--- src/rtl/turn_signal_input.sv ---
// Turn-signal switch front end: synchronizes and debounces the left and
// right switch levels, then republishes them as mutually exclusive
// left/right requests (plus a conflict flag) once per update tick.
module turn_signal_input #(
  parameter int DEBOUNCE = 4,  // consecutive differing cycles before a change is accepted
  parameter int TICK_DIV = 8   // clock cycles per output update tick
) (
  input  logic clk,
  input  logic reset,      // asynchronous, active-low
  input  logic raw_left,
  input  logic raw_right,
  output logic left,
  output logic right,
  output logic conflict,
  output logic tick
);

  localparam int CW = $clog2(DEBOUNCE) + 1;
  localparam int TW = $clog2(TICK_DIV);
  localparam logic [CW-1:0] DB_LAST   = CW'(DEBOUNCE - 1);
  localparam logic [TW-1:0] TICK_LAST = TW'(TICK_DIV - 1);

  // Channel 0 is left, channel 1 is right.
  logic [1:0] raw_in;
  logic [1:0] deb;

  assign raw_in = {raw_right, raw_left};

  generate
    for (genvar gi = 0; gi < 2; gi++) begin : g_chan
      logic [1:0]    sync_q, sync_d;
      logic          deb_q, deb_d;
      logic [CW-1:0] cnt_q, cnt_d;

      // Two-flop synchronizer shift plus debounce: count consecutive cycles
      // where the synchronized level disagrees with the accepted level.
      always_comb begin
        sync_d = {sync_q[0], raw_in[gi]};
        deb_d  = deb_q;
        cnt_d  = '0;
        if (sync_q[1] != deb_q) begin
          if (cnt_q == DB_LAST) begin
            deb_d = ~deb_q;
          end else begin
            cnt_d = cnt_q + CW'(1);
          end
        end
      end

      // Channel state registers; reset also discards any partial count.
      always_ff @(posedge clk or negedge reset) begin
        if (!reset) begin
          sync_q <= '0;
          deb_q  <= 1'b0;
          cnt_q  <= '0;
        end else begin
          sync_q <= sync_d;
          deb_q  <= deb_d;
          cnt_q  <= cnt_d;
        end
      end

      assign deb[gi] = deb_q;
    end
  endgenerate

  logic [TW-1:0] tick_cnt_q, tick_cnt_d;
  logic          left_q, left_d;
  logic          right_q, right_d;
  logic          conflict_q, conflict_d;

  assign tick = (tick_cnt_q == TICK_LAST);

  // Tick divider and output update: outputs only move on tick cycles, and
  // both channels active resolves to conflict with no direction asserted.
  always_comb begin
    tick_cnt_d = tick ? '0 : tick_cnt_q + TW'(1);
    left_d     = left_q;
    right_d    = right_q;
    conflict_d = conflict_q;
    if (tick) begin
      left_d     = deb[0] & ~deb[1];
      right_d    = deb[1] & ~deb[0];
      conflict_d = deb[0] & deb[1];
    end
  end

  // Tick counter and registered outputs.
  always_ff @(posedge clk or negedge reset) begin
    if (!reset) begin
      tick_cnt_q <= '0;
      left_q     <= 1'b0;
      right_q    <= 1'b0;
      conflict_q <= 1'b0;
    end else begin
      tick_cnt_q <= tick_cnt_d;
      left_q     <= left_d;
      right_q    <= right_d;
      conflict_q <= conflict_d;
    end
  end

  assign left     = left_q;
  assign right    = right_q;
  assign conflict = conflict_q;

endmodule

--- config.mk ---
export PLATFORM = sky130hd
export DESIGN_NAME = turn_signal_input
export DESIGN_NICKNAME = d
export VERILOG_FILES = /design/src/rtl/turn_signal_input.sv
export SDC_FILE = /design/constraint.sdc
export NUM_CORES = 1
export LEC_CHECK = 0
export BUFFER_PORTS_ARGS = -buffer_cell sky130_fd_sc_hd__buf_2
export CORE_MARGIN = 3
export CORE_UTILIZATION = 40
export CTS_BUF_LIST = sky130_fd_sc_hd__clkbuf_16
export CTS_CLUSTER_DIAMETER = 120
export DETAILED_ROUTE_END_ITERATION = 12
export MAX_ROUTING_LAYER = met4
export RECOVER_POWER = 100
export SLEW_MARGIN = 15
export SYNTH_ARGS = -nofsm -noshare
export SYNTH_HDL_FRONTEND = slang
export SYNTH_SLANG_ARGS = --single-unit
export TNS_END_PERCENT = 10
--- constraint.sdc ---
create_clock -name clk -period 1.25 [get_ports clk]
set_input_delay 0.125 -clock clk [delete_from_list [all_inputs] [get_ports clk]]
set_output_delay 0.125 -clock clk [all_outputs]
set_load 0.1 [all_outputs]
==> results.yml, run 1 <==
logic_synthesis:
  ys_types: 16
  ys_ff_latch: 18
  synthCells: 45
  yosys_warnings: 0
  ys_seq_area_frac: 0.686
  synth_nets: 53
  syn-cell-area_um2: 657
  syn_area_per_cell_um2: 14.6
timing:
  hold_viol: 0
  period_minus_slack_ps: 1280
  period_share: 1.03
  rsz0062_at_grt: "true"
  slew_headroom: 0.680
  slew_viol_final: 0
  clock.fmax_mhz: 780
  worst_pin_slew_ps: 483
  setup_ws_ps: -31.5
  finalSetupViolations: 1
  setup-tns-final_ps: -31.5
  fin_skew_ps: 2.12
drt:
  wl_met1_um: 478
  dr.pass1.iters: 2
  drtIter0Drc: 8
  wire_per_inst_um: 13.2
  vias: 354
  dr_wl_met3_um: 33
  postRouteAntennaNets: 0
  drc: 0
  via_per_inst: 4.72
  routed.top_layer: "met4"
  wl_um: 990
  wl_met2_um: 457
clock_network:
  clockBufferDepth: 2
  cts-root-buf: "clkbuf_16"
  cts_buffers: 3
  htree_levels: 1
  clk_pin_slew_ps: 50
  cts_tree: "done"
  clk-insertion-delay-late_ps: 240
  clock_sinks: 18
power:
  peakVddDrop_v: 0.00164
  cellLeakagePower_nw: 0.396
  power_density_nw_per_um2: 2450
floorplan:
  ios: 8
  core_um2: 1520
  fp-row-count: 14
  dieHeight_um: 46.5
  dieWidth_um: 46.5
  initial_utilization: 0.431
  dieArea_um2: 2160
worst_setup_path:
  arrival_ps: 1160
  slowest_stage: "dfrtp_1"
  reg2reg_to: "g_chan[1].deb_q"
  crit_type: "reg2out"
  path_cells: "ha_2 > ha_4 > buf_12"
  setup.worst_path.start: "tick_cnt_q[0]"
  regToRegSetupSlack_ps: 40
  r2r_cells: 3
  crit_end: "tick"
  crit_fanout: 2
  worstPathRequired_ps: 1120
  reg2reg_from: "g_chan[1].cnt_q[0]"
  cpPeakStageDelay_ps: 380
  end_kind: "output port"
  startpoint_type: "flip-flop"
global_route:
  grt_util_all_layers: 0.124
  grt.overflow.total: 0
  grt_pass1_wl_um: 1660
  antenna_found_initial: 0
  grt_pass1_vias: 357
  grt_max_degree: 19
min_path:
  hp-class: "reg2reg"
  holdPathStages: 0
placement:
  dpl_cell_area_um2: 739
  pre_cts_ws_ps: 49.8
  gp_congestion: 0.660
  io_buffers: 7
  place_inst: 68
  hpwl_um: 632
outcome:
  status: "complete, but fails checks"
  violations: "setup timing"
cells_and_area:
  utilization: 0.559
  fin_cells: 75
  layout_commonest_cell: "dfrtp_1"
  syn2layout_area_growth_pct: 29.7
  drive_gt1_frac: 0.271
  num_antenna_cells: 0
  nets: 69
  fillerInstances: 129
  finalInstanceArea_um2: 852
  mostFrequentLayoutCells: "18 x dfrtp_1, 5 x buf_2, 4 x nor3b_1"
job:
  maxCapViolCount: 0
-- sequential cells by signal, indices dropped and copies added, names as in the netlist --
signal and flops:
g_chan.deb_q 2, conflict 1, g_chan.cnt_q 6, left 1
tick_cnt_q 3, right 1, g_chan.sync_q 4
-- layout make-up --
| class | instances | area, um2 | area share |
|---|---|---|---|
| Sequential cell | 18 | 450 | 0.529 |
| Tap cell | 16 | 20.0 | 0.0235 |
| Timing Repair Buffer | 11 | 87.6 | 0.103 |
| Clock buffer | 3 | 75.1 | 0.0881 |
| Inverter | 3 | 11.3 | 0.0132 |
| Multi-Input combinational cell | 24 | 208 | 0.244 |
-- cell families (layout without fill, tap and decap cells) --
family	Yosys count	in the layout	share of synthesized area
DFF	18	18	0.686
and+or+nand+nor	13	13	0.135
adders and majority gates	4	4	0.0762
AOI/OAI and AO/OA	3	3	0.0248
buffers and inverters	3	17	0.0171
xor gates and xnor gates	2	2	0.0267
muxes	2	2	0.0343
-- worst max-delay path: cells and delay by family, from the launching register on --
| family | cells | cell delay [ps] |
|---|---|---|
| adders and majority gates | 2 | 360 |
| DFF | 1 | 380 |
| buffers and inverters | 1 | 160 |
-- through the flow --
step	total power, mW	hold slack, ps
floorplan	1.36	-171
global placement	1.47	73.6
detailed placement	1.49	73.7
CTS	2.13	347
global route	2.20	354
finish	2.09	346
-- Yosys cell counts (all sizes together) --
| cell type | n | area [um2] |
|---|---|---|
| dfrtp | 18 | 450 |
| ha | 4 | 50.1 |
| inv | 3 | 11.3 |
| mux2 | 2 | 22.5 |
| nand2 | 1 | 3.75 |
| nand3 | 1 | 5.00 |
| nand3b | 1 | 7.51 |
| nor2 | 1 | 3.75 |
| nor2b | 3 | 23.8 |
| nor3 | 2 | 10.0 |
| nor3b | 4 | 35.0 |
| o21ai | 2 | 10.0 |
| o22ai | 1 | 6.26 |
| xnor2 | 2 | 17.5 |
-- per-layer routing --
| metal | global-route usage | vias to the layer above |
|---|---|---|
| li1 | - | 181 |
| met1 | 0.144 | 164 |
| met2 | 0.165 | 7 |
| met3 | 0.0352 | 2 |
| met4 | 0.119 | 0 |
| met5 | - | - |
-- worst min-delay path by stage --
stage / to / from / slack [ps]
final: g_chan[0].sync_q[1] / g_chan[0].sync_q[0] / 350
after global routing: g_chan[1].sync_q[1] / g_chan[1].sync_q[0] / 350
after CTS: g_chan[1].cnt_q[2] / reset / 350
after detailed placement: g_chan[1].cnt_q[2] / reset / 70
after global placement: g_chan[1].cnt_q[2] / reset / 70
after floorplan: conflict / reset / -170
-- where the power goes --
part | internal, mW | leakage (nW) | switching [mW]
registers | 0.721 | 0.227 | 0.0965
clock network | 0.420 | 0.0370 | 0.192
logic | 0.180 | 0.132 | 0.480
total | 1.32 | 0.396 | 0.769
-- timing repair --
action                     4_1_cts  5_1_grt
setup endpoints to repair        1        2
gates cloned                     0        0
pin swaps                        1        0
gates resized for setup          1        1
hold endpoints to repair        20        0
buffers inserted                 1        0
hold buffers                     3        0
(Power assumes the default switching activity.)
==> run 2, diff against run 1 <==
==> constraint.sdc (replaced) <==
create_clock -name clk -period 1.25 [get_ports clk]
set_input_delay 0.1875 -clock clk [delete_from_list [all_inputs] [get_ports clk]]
set_output_delay 0.1875 -clock clk [all_outputs]
set_load 0.1 [all_outputs]
==> run 2 against run 1 <==
Effect of this change: the flow still finishes with violations (setup timing); clock power up 1%; clock skew down 0.74 ps; core utilization down 0.33 points; largest power group unchanged; sequential share of layout area up 0.31 points; routed wire length up 3.0%; register-to-register slack about the same; die area unchanged.
==> results.yml, run 2 (synthesis gave the netlist of run 1 again) <==
min_path:
  hold_path_end: "g_chan[1].sync_q[0]"
  hp-class: "in2reg"
  holdPathStages: 1
  min_from: "raw_right"
clock_network:
  clk-insertion-delay-late_ps: 240
  cts_buffers: 3
  clk_pin_slew_ps: 50
  cts-root-buf: "clkbuf_16"
  clock_sinks: 18
  cts_tree: "done"
  htree_levels: 1
  clockBufferDepth: 2
worst_setup_path:
  setup.worst_path.start: "tick_cnt_q[0]"
  slowest_stage: "dfrtp_1"
  reg2reg_from: "g_chan[1].cnt_q[0]"
  path_cells: "ha_2 > ha_4 > buf_12"
  crit_type: "reg2out"
  startpoint_type: "flip-flop"
  worstPathRequired_ps: 1060
  r2r_cells: 3
  cpPeakStageDelay_ps: 380
  end_kind: "output port"
  crit_fanout: 2
  arrival_ps: 1150
  reg2reg_to: "g_chan[1].deb_q"
  regToRegSetupSlack_ps: 40
cells_and_area:
  mostFrequentLayoutCells: "18 x dfrtp_1, 3 x nor3b_1, 3 x inv_1, 3 x clkbuf_16, 3 x clkbuf_4"
  top_regs: "g_chan.cnt_q (6), g_chan.sync_q (4), tick_cnt_q (3)"
  top_register: "g_chan.cnt_q"
  seq_area_um2: 450
  fin_cells: 74
  utilization: 0.556
  layout_commonest_cell: "dfrtp_1"
  fillerInstances: 130
  syn2layout_area_growth_pct: 29.0
  nets: 68
  largest_register_ffs: 6
  num_antenna_cells: 0
  multi_input_area_um2: 208
  drive_gt1_frac: 0.310
timing:
  period_share: 1.07
  worst_pin_slew_ps: 437
  clock.fmax_mhz: 749
  setup_ws_ps: -84.9
  period_minus_slack_ps: 1330
  rsz0062_at_grt: "true"
  finalSetupViolations: 1
  timing.hold.ws_ps: 46.1
  slew_headroom: 0.709
  fin_skew_ps: 1.38
  slew_viol_final: 0
  setup-tns-final_ps: -84.9
  hold_viol: 0
floorplan:
  fp-row-count: 14
  dieWidth_um: 46.5
  dieHeight_um: 46.5
  initial_utilization: 0.431
  core_um2: 1520
  ios: 8
  dieArea_um2: 2160
placement:
  hpwl_um: 698
  gp_congestion: 0.666
  io_buffers: 7
  place_inst: 68
global_route:
  grt.overflow.total: 0
  grt_pass1_wl_um: 1760
  grt_util_all_layers: 0.126
  grt_pass1_vias: 402
  antenna_found_initial: 0
  grt_max_degree: 19
drt:
  wire_per_inst_um: 13.8
  drc: 0
  dr.pass1.iters: 2
  drtIter0Drc: 2
  via_per_inst: 5.11
  wl_um: 1020
  vias: 378
  postRouteAntennaNets: 0
power:
  cellLeakagePower_nw: 0.393
  power_density_nw_per_um2: 2500
  peakVddDrop_v: 0.00148
outcome:
  status: "complete, but fails checks"
  violations: "setup timing"
job:
  maxCapViolCount: 0
==> run 2: changes by cell type in the layout (fill, tap and decap cells not counted) <==
cell and delta:
buf_2 -3, buf_4 +1, clkbuf_4 +3, dlygate4sd3_1 -2
nor2b_2 +1, nor2b_4 -1, nor3b_1 -1, nor3b_2 +1
o21ai_0 -1, o21ai_1 +1
==> run 2: worst max-delay path by stage <==
stage                     slack [ps]              end  depth (start not counted)
final                            -80             tick                          3
after global routing            -110             tick                          3
after CTS                        -90             tick                          3
after detailed placement          60  g_chan[0].deb_q                          3
after global placement            70  g_chan[0].deb_q                          3
after floorplan                   30            right                          2
==> run 2: metal layers <==
layer,up-vias,global-route usage,share of wire
li1,177,-,-
met1,187,0.152,0.44
met2,10,0.181,0.48
met3,4,0.0352,0.051
met4,0,0.0852,0.025
met5,-,-,0
==> run 2: repair_timing <==
action	4_1_cts	5_1_grt
pin swaps	1	0
resized for setup	1	1
gates cloned	0	0
buffers inserted	2	0
hold buffers	1	0
setup endpoints to repair	1	2
hold endpoints to repair	18	0
==> run 2: area by class of cell <==
cell class	count	share of cell area
timing repair buffer	10	0.0975
clock buffer	3	0.0886
multi-input combinational	24	0.245
tap	16	0.0236
sequential	18	0.532
inverter	3	0.0133
==> run 2: critical path: cells and delay by family, from the launching register on <==
kind       cells  cell delay (ps)
buf+inv        1              160
flops          1              380
fa+ha+maj      2              360
==> run 2: metrics by stage <==
step | power [mW] | setup slack (ps) | instance area [um2]
after floorplan | 1.36 | 32.9 | 669
after global placement | 1.64 | 67.3 | 785
after detailed placement | 1.66 | 58.7 | 785
after CTS | 2.29 | -91.1 | 887
after global routing | 2.24 | -113 | 847
final | 2.12 | -84.9 | 847
==> run 2: power breakdown <==
| group | switching [mW] | internal (mW) |
|---|---|---|
| Combinational | 0.483 | 0.200 |
| Clock | 0.199 | 0.420 |
| Sequential | 0.0979 | 0.721 |
==> run 3, diff against run 2 <==
CORE_AREA = 3 3 40 42   (was default)
CORE_MARGIN = default   (was 3)
CORE_UTILIZATION = default   (was 40)
DIE_AREA = 0 0 43 45   (was default)
PLACE_DENSITY = 0.69   (was default)
==> run 3 against run 2 <==
Effect of this change: the run still ends with setup timing left; non-clock buffer count unchanged; clock-buffer cell count unchanged; register-to-register slack about the same; first-iteration DRC count up 50%; global-route usage up 0.57 points; largest cell class unchanged; largest power group unchanged; highest routed layer unchanged.
==> results.yml, run 3 (synthesis gave the netlist of run 1 again) <==
outcome:
  status: "complete, but fails checks"
  violations: "setup timing"
timing:
  timing.hold.ws_ps: 48.1
  slew_headroom: 0.719
  period_minus_slack_ps: 1360
  rsz0062_at_grt: "true"
  worst_pin_slew_ps: 422
  hold_viol: 0
  setup_ws_ps: -109
  finalSetupViolations: 1
  clock.fmax_mhz: 736
  slew_viol_final: 0
  period_share: 1.09
  fin_skew_ps: 3.76
worst_setup_path:
  crit_type: "reg2out"
  arrival_ps: 1170
  end_kind: "output port"
  path_cells: "ha_2 > ha_4 > buf_12"
  worstPathRequired_ps: 1060
  crit_fanout: 2
  startpoint_type: "flip-flop"
  slowest_stage: "dfrtp_1"
  cpPeakStageDelay_ps: 390
cells_and_area:
  drive_gt1_frac: 0.322
  syn2layout_area_growth_pct: 36.2
  layout_commonest_cell: "dfrtp_1"
  seq_area_um2: 450
  num_antenna_cells: 0
  top_regs: "g_chan.cnt_q (6), g_chan.sync_q (4), tick_cnt_q (3)"
  top_register: "g_chan.cnt_q"
  nets: 68
  mostFrequentLayoutCells: "18 x dfrtp_1, 4 x buf_12, 3 x nor3b_1, 3 x inv_1, 3 x clkbuf_16"
  largest_register_ffs: 6
  fillerInstances: 85
  multi_input_area_um2: 215
drt:
  vias: 392
  drc: 0
  wl_um: 1020
  drtIter0Drc: 3
  via_per_inst: 5.30
  postRouteAntennaNets: 0
  dr.pass1.iters: 4
  wire_per_inst_um: 13.8
floorplan:
  ios: 8
  dieWidth_um: 43
  dieArea_um2: 1940
  core_um2: 1280
  fp-row-count: 13
  dieHeight_um: 45
  initial_utilization: 0.511
global_route:
  grt_util_all_layers: 0.132
  grt_max_degree: 19
  antenna_found_initial: 0
  grt_pass1_vias: 428
  grt.overflow.total: 0
  grt_pass1_wl_um: 1770
power:
  power_density_nw_per_um2: 2560
  peakVddDrop_v: 0.00170
  power.total_mw: 2.29
  cellLeakagePower_nw: 0.408
placement:
  pre_cts_ws_ps: 41.7
  io_buffers: 7
  gp_congestion: 0.689
clock_network:
  clk_pin_slew_ps: 50
  clk-insertion-delay-late_ps: 240
  htree_levels: 1
  clock_sinks: 18
  cts_tree: "done"
  cts-root-buf: "clkbuf_16"
  cts_buffers: 3
  clockBufferDepth: 2
job:
  maxCapViolCount: 0
min_path:
  hp-class: "in2reg"
[run 3: cell count changes in the layout (fill, tap and decap cells not counted), sizes merged]
| cell | before | now |
|---|---|---|
| clkbuf | 7 | 4 |
| buf | 5 | 8 |
| clkinv | 0 | 1 |
[run 3: path summary, 6_finish.rpt]
| check | from | slack (ps) | endpoint | depth (start not counted) |
|---|---|---|---|---|
| worst min register to register | g_chan[0].sync_q[0] | 350 | g_chan[0].sync_q[1] | 0 |
| max in group asynchronous | reset | 540 | tick_cnt_q[2] | 2 |
| min in group asynchronous | reset | 410 | g_chan[0].cnt_q[2] | 2 |
| worst max register to register | tick_cnt_q[0] | 40 | conflict | 5 |
| worst max-delay path | tick_cnt_q[0] | -110 | tick | 3 |
| worst min-delay path | raw_right | 50 | g_chan[1].sync_q[0] | 1 |
[run 3: what timing repair did]
item / in CTS / in global routing
buffers inserted: 1 / 1
gates resized for setup: 1 / 3
hold endpoints to repair: 18 / 0
pin swaps: 1 / 1
gates cloned: 0 / 0
setup endpoints to repair: 1 / 4
hold buffers: 1 / 0
[run 3: area by class of cell]
cell class,instances,share of cell area
timing repair buffer,10,0.134
tap,15,0.0210
clock buffer,3,0.0839
clock inverter,1,0.00420
inverter,3,0.0126
sequential,18,0.503
multi-input combinational,24,0.241
[run 3: metrics by stage]
| stage | util | cells | cell area, um2 | setup TNS, ps |
|---|---|---|---|---|
| after floorplan | - | 45 | 669 | 0 |
| after global placement | 0.610 | 67 | 783 | 0 |
| after detailed placement | 0.610 | 67 | 783 | 0 |
| after CTS | 0.686 | 73 | 882 | -87.3 |
| after global routing | 0.696 | 74 | 895 | -142 |
| final | 0.696 | 74 | 895 | -109 |
[run 3: report_power, final]
group | internal, mW | total (mW) | switching [mW]
registers | 0.721 | 0.852 | 0.131
clock network | 0.424 | 0.618 | 0.194
logic | 0.330 | 0.818 | 0.488
total | 1.48 | 2.29 | 0.813
[run 3: layer usage]
layer | wire [um] | share of wire | GRT usage | vias up
met5 | 0 | 0 | - | -
met4 | 22 | 0.022 | 0.0602 | 0
met3 | 69 | 0.068 | 0.0677 | 4
met2 | 512 | 0.50 | 0.225 | 16
met1 | 417 | 0.41 | 0.124 | 195
li1 | - | - | - | 177
[run 3: critical path: cells and delay by family, from the launching register on]
family / cells / cell delay [ps]
adder cells (fa/ha/maj): 2 / 370
buffers and inverters: 1 / 160
flip-flops: 1 / 390
